**src/rtl/mem_access_ctrl_pkg.sv**
```systemverilog
// Shared definitions for the MEM-stage load/store sequencer: access encodings,
// sequencer states and the alignment rule also used by EX-stage hazard logic.
package mem_access_ctrl_pkg;

  localparam logic [2:0] MEMOP_B  = 3'b000;
  localparam logic [2:0] MEMOP_H  = 3'b001;
  localparam logic [2:0] MEMOP_W  = 3'b010;
  localparam logic [2:0] MEMOP_BU = 3'b100;
  localparam logic [2:0] MEMOP_HU = 3'b101;

  typedef enum logic [2:0] {
    IDLE     = 3'd0,
    LD_ADDR  = 3'd1,
    LD_DATA  = 3'd2,
    ST_READ  = 3'd3,
    ST_WRITE = 3'd4
  } state_e;

  // Halfwords need an even address, words a 4-byte aligned one.
  function automatic logic misaligned(input logic [2:0] memop, input logic [1:0] a);
    case (memop)
      MEMOP_H, MEMOP_HU: misaligned = a[0];
      MEMOP_W:           misaligned = |a;
      default:           misaligned = 1'b0;
    endcase
  endfunction

endpackage

```
**src/rtl/mem_access_ctrl.sv**
```systemverilog
// MEM-stage sequencer: one request at a time, matched to the data memory's
// registered read and its negedge read-modify-write for sub-word stores.
module mem_access_ctrl
  import mem_access_ctrl_pkg::*;
#(
  parameter int ADDR_W = 18,
  parameter int XLEN   = 32
) (
  input  logic              clk,
  input  logic              rst,
  input  logic              req_valid,
  output logic              req_ready,
  input  logic              req_we,
  input  logic [2:0]        req_memop,
  input  logic [31:0]       req_addr,
  input  logic [XLEN-1:0]   req_wdata,
  input  logic [4:0]        req_rd,
  input  logic              flush,
  output logic [ADDR_W-1:0] mem_addr,
  output logic              mem_we,
  output logic [2:0]        mem_memop,
  output logic [XLEN-1:0]   mem_wdata,
  input  logic [XLEN-1:0]   mem_rdata,
  output logic              wb_valid,
  output logic              wb_is_load,
  output logic              wb_misalign,
  output logic [4:0]        wb_rd,
  output logic [XLEN-1:0]   wb_data
);

  state_e     state, state_n;
  logic [4:0] rd_q;
  logic       accept, mis, go, ld_done, st_done, mis_fire;
  logic       unused_addr;

  assign unused_addr = ^req_addr[31:ADDR_W];

  assign req_ready = (state == IDLE) && !flush;
  assign mem_we    = (state == ST_WRITE);
  assign accept    = req_valid && req_ready;
  assign mis       = misaligned(req_memop, req_addr[1:0]);

  always_comb begin
    state_n  = state;
    go       = 1'b0;
    ld_done  = 1'b0;
    st_done  = 1'b0;
    mis_fire = 1'b0;
    case (state)
      IDLE: begin
        mis_fire = accept && mis;
        go       = accept && !mis;
        if (go) begin
          if (!req_we)                 state_n = LD_ADDR;
          else if (req_memop == MEMOP_W) state_n = ST_WRITE;
          else                         state_n = ST_READ;
        end
      end
      LD_ADDR:  state_n = flush ? IDLE : LD_DATA;
      LD_DATA: begin
        state_n = IDLE;
        ld_done = !flush;
      end
      ST_READ:  state_n = flush ? IDLE : ST_WRITE;
      ST_WRITE: begin
        // The write has already landed at the negedge; flush only hides completion.
        state_n = IDLE;
        st_done = !flush;
      end
      default:  state_n = IDLE;
    endcase
  end

  always_ff @(posedge clk) begin
    if (rst) begin
      state       <= IDLE;
      mem_addr    <= '0;
      mem_memop   <= '0;
      mem_wdata   <= '0;
      rd_q        <= '0;
      wb_valid    <= 1'b0;
      wb_is_load  <= 1'b0;
      wb_misalign <= 1'b0;
      wb_rd       <= '0;
      wb_data     <= '0;
    end else begin
      state    <= state_n;
      wb_valid <= ld_done || st_done || mis_fire;
      if (go) begin
        mem_addr  <= req_addr[ADDR_W-1:0];
        mem_memop <= req_memop;
        mem_wdata <= req_wdata;
        rd_q      <= req_rd;
      end
      if (ld_done) begin
        wb_is_load  <= 1'b1;
        wb_misalign <= 1'b0;
        wb_rd       <= rd_q;
        wb_data     <= mem_rdata;
      end else if (st_done) begin
        wb_is_load  <= 1'b0;
        wb_misalign <= 1'b0;
        wb_rd       <= rd_q;
        wb_data     <= '0;
      end else if (mis_fire) begin
        wb_is_load  <= !req_we;
        wb_misalign <= 1'b1;
        wb_rd       <= req_rd;
        wb_data     <= '0;
      end
    end
  end

endmodule

```
**config.mk**
```make
export PLATFORM = sky130hd
export DESIGN_NAME = mem_access_ctrl
export DESIGN_NICKNAME = d
export VERILOG_FILES = /design/src/rtl/mem_access_ctrl_pkg.sv /design/src/rtl/mem_access_ctrl.sv
export SDC_FILE = /design/constraint.sdc
export NUM_CORES = 1
export LEC_CHECK = 0
export CAP_MARGIN = 20
export CORE_MARGIN = 3
export CORE_UTILIZATION = 35
export DETAILED_ROUTE_END_ITERATION = 6
export PLACE_DENSITY = 0.76
export SLEW_MARGIN = 30
export SYNTH_ARGS = -nofsm -noshare
export SYNTH_HDL_FRONTEND = slang
export SYNTH_SLANG_ARGS = --single-unit
```
**constraint.sdc**
```tcl
create_clock -name clk -period 1.95 [get_ports clk]
set_clock_uncertainty 0.15 [all_clocks]
set_input_delay 0.585 -clock clk [delete_from_list [all_inputs] [get_ports clk]]
set_output_delay 0.585 -clock clk [all_outputs]
set_load 0.05 [all_outputs]
```
==> summary.txt <==
==========================================================================================
Netlist area before placement                                                     3730 µm²
Count of placed standard cells including taps                                          714
Clock power share                                                                    0.326
Leading area contributor after synthesis                                           dfxtp_1
Transition time of the tightest slew-check pin                                    0.670 ns
Main synth FF type                                                                 dfxtp_1
Setup repair after global routing missed its margin                                    yes
Share of the yosys chip area belonging to registers                                  0.542
Biggest fanout along the worst timing path                                               3
Max Cap Violations                                                                       0
Final Setup Violations                                                                   3
Pin count of the biggest net entering global routing                                    33
Number of nets in the finished design                                                  712
Initial antenna violation count                                                          0
Worst Reg-to-Reg Cells                                                                   6
Worst hold slack                                                                  0.334 ns
Count of input and output buffers                                                      189
Total negative slack                                                             -0.218 ns
Fillers                                                                                737
Routed via count divided by cell count                                                5.33
Via total after detailed routing                                                      3965
Die width                                                                           109 µm
Sw Pwr                                                                             1370 µW
Most numerous cell in the Yosys netlist                                            dfxtp_1
I/O pins                                                                               204
Number of standard cells in the layout, taps in and fillers out                        744
Number of hold violations in the final report                                            0
Clock Sinks                                                                            101
Reg power frac                                                                       0.444
Vertical die dimension                                                              109 µm
Signal arrival time at the worst endpoint                                          1.32 ns
CTS Hold Bufs                                                                            0
Int Power                                                                          3610 µW
Number of pins with negative max-slew slack in the final report                          0
Relative contribution of combinational cells to total power                          0.230
Number of cells on the worst hold path                                                   2
Total Wirelength                                                                  13900 µm
Top area cells in the synthesized netlist                                     dfxtp_1 54%, a21oi_1 8.0%, nand3_1 7.9%
Master cell of the clock root buffer                                              clkbuf_8
Cell count after synthesis                                                             399
CP Data Required Time                                                              1.21 ns
Tot GR Track Use                                                                     0.214
Detailed-placement wirelength estimate                                             9910 µm
Proportion of total power due to net switching                                       0.275
CTS HTree Levels                                                                         3
Critical path class                                                                 in2out
Worst reg2reg endpoint                                                         wb_data[15]
Power density over the cells                                                    674 nW/µm²
Final antenna-violating net count                                                        0
Area fraction of the dominant cell type after synthesis                              0.542
FF+latch count, synth                                                                  101
Setup crit start kind                                                           input port
Part of the cycle the worst path needs                                                1.06
# rows                                                                                  37
Number of enable-type register cells in the synthesized netlist                          0
Run status                                                                    finished with violations
Most used standard cells in the synthesized netlist                           101 x dfxtp_1, 60 x a21oi_1, 59 x nand3_1
Total grt overflow                                                                       0
Clock insertion delay at the later pin of the skew report                          0.37 ns
Wire length per cell                                                               18.7 µm
Placer congestion estimate                                                           0.810
Area of the placeable core                                                       10400 µm²
Relative slew slack                                                                  0.553
Crit Reg-Reg Startpoint                                                           state[2]
Peak supply drop                                                                    631 µV
N_diodes                                                                                 0
Vias in the first global route                                                        3836
Fraction of layout instances using a drive strength above 1                          0.306
CTS Buf Count                                                                            9
P&R area growth vs syn                                                               98.1%
Source of the worst hold timing path                                               rd_q[1]
Detailed-router iteration count before antenna repair                                    4
Post-route DRC                                                                           0
Maximum clock insertion buffer count                                                     2
CTS tree                                                                              done
Upper clock frequency limit                                                        486 MHz
Fraction of synthesis flops using an asynchronous set or reset pin                       0
Library cells used by synthesis                                                         34
Clock edge transition at the registers on the reported setup and hold paths        0.08 ns
Worst min-delay path endpoint                                                      rd_q[1]
Final worst setup slack                                                          -0.110 ns
Endpoint kind of the worst setup timing path                                  primary output
Hold crit path type                                                                reg2reg
Leakage dissipation                                                             0.00280 µW
Reg2reg setup slack                                                                   0 ns
Crit path time final                                                               2.06 ns
Number of nets produced by synthesis                                                   508
Global-route wire length before repair                                            19900 µm
Die area                                                                         11900 µm²
Synthesized area per cell                                                         9.36 µm²
Starting density of the core                                                         0.360
Failing checks                                                                setup timing
Minimum setup slack after placement                                              -0.696 ns
Ys Warns                                                                                 0
Number of DRC violations after detailed-routing iteration 0                            215
==========================================================================================
## how the worst max path moves through the flow
stage                      start   endpoint
finish                     flush  req_ready
global route               flush  req_ready
CTS                     state[2]  req_ready
detailed placement  req_memop[2]   wb_rd[4]
global placement    req_memop[2]   wb_rd[3]
floorplan                  flush   state[2]
## power groups by stage
stage	clock, µW	sequential (µW)	combinational, µW
detailed placement	0	2260	1090
global route	1740	2220	1200
global placement	0	2260	1070
floorplan	0	2460	245
finish	1620	2210	1140
CTS	1660	2210	1100
## cell families (layout without fill, tap and decap cells)
kind of cell,after synthesis,in the layout,share of synthesized area
DFF,101,101,0.542
buffers and inverters,44,253,0.0513
AOI/OAI and AO/OA,169,169,0.273
xor gates and xnor gates,1,1,0.00235
and+or+nand+nor,79,79,0.118
muxes,5,5,0.0134
## per-layer routing
layer  vias up  global-route usage  wire, µm
met2       131               0.382      7460
li1       1880                   -         -
met4         0              0.0695       279
met1      1933               0.241      5320
met5         -                   0         0
met3        21              0.0687       888
## worst max-delay path: stages
cell           delay [ns]
dlygate4sd2_1        0.29
nor4_4               0.15
buf_4                0.17
buf_12               0.13
## sequential cells by signal (all words and copies together) (netlist names)
name / count
mem_addr: 18
state: 3
wb_valid: 1
mem_wdata: 32
wb_data: 32
mem_memop: 3
rd_q: 5
wb_rd: 5
wb_misalign: 1
wb_is_load: 1
## cell type report
| type | count | area (µm²) | share of cell area |
|---|---|---|---|
| Inverter | 1 | 3.75 | 0.000507 |
| Clock buffer | 11 | 141 | 0.0191 |
| Tap cell | 136 | 170 | 0.0230 |
| Multi-Input combinational cell | 254 | 1640 | 0.221 |
| Timing Repair Buffer | 236 | 3310 | 0.447 |
| Sequential cell | 101 | 2030 | 0.275 |
| Clock inverter | 5 | 106 | 0.0144 |
## stage by stage
stage | total power, µW | area (µm²) | utilization
3_3_place_gp | 3330 | 6870 | 0.663
5_1_grt | 5160 | 7400 | 0.713
2_1_floorplan | 2700 | 3740 | -
3_5_place_dp | 3350 | 6870 | 0.663
4_1_cts | 4970 | 7210 | 0.696
6_report | 4980 | 7400 | 0.713
## placed cells by master, fill, tap and decap left out, drive strengths merged, types with 2 or more instances in the layout
cell type / n
mux2i: 5
a22o: 32
o2111ai: 2
dfxtp: 101
nand2b: 2
clkdlybuf4s50: 86
a211oi: 10
bufinv: 3
o21ai: 59
clkbuf: 17
nand3: 59
a21oi: 60
o31ai: 2
buf: 141
nor3: 4
or4: 2
inv: 2
nor2: 3
nand3b: 2
dlygate4sd2: 2
## what timing repair did
item,4_1_cts,5_1_grt
setup endpoints to repair,103,101
buffers inserted,6,4
pin swaps,1,30
cloned,0,5
resized for setup,23,28
endpoints found under the hold margin,0,0
(Power assumes the default switching activity.)
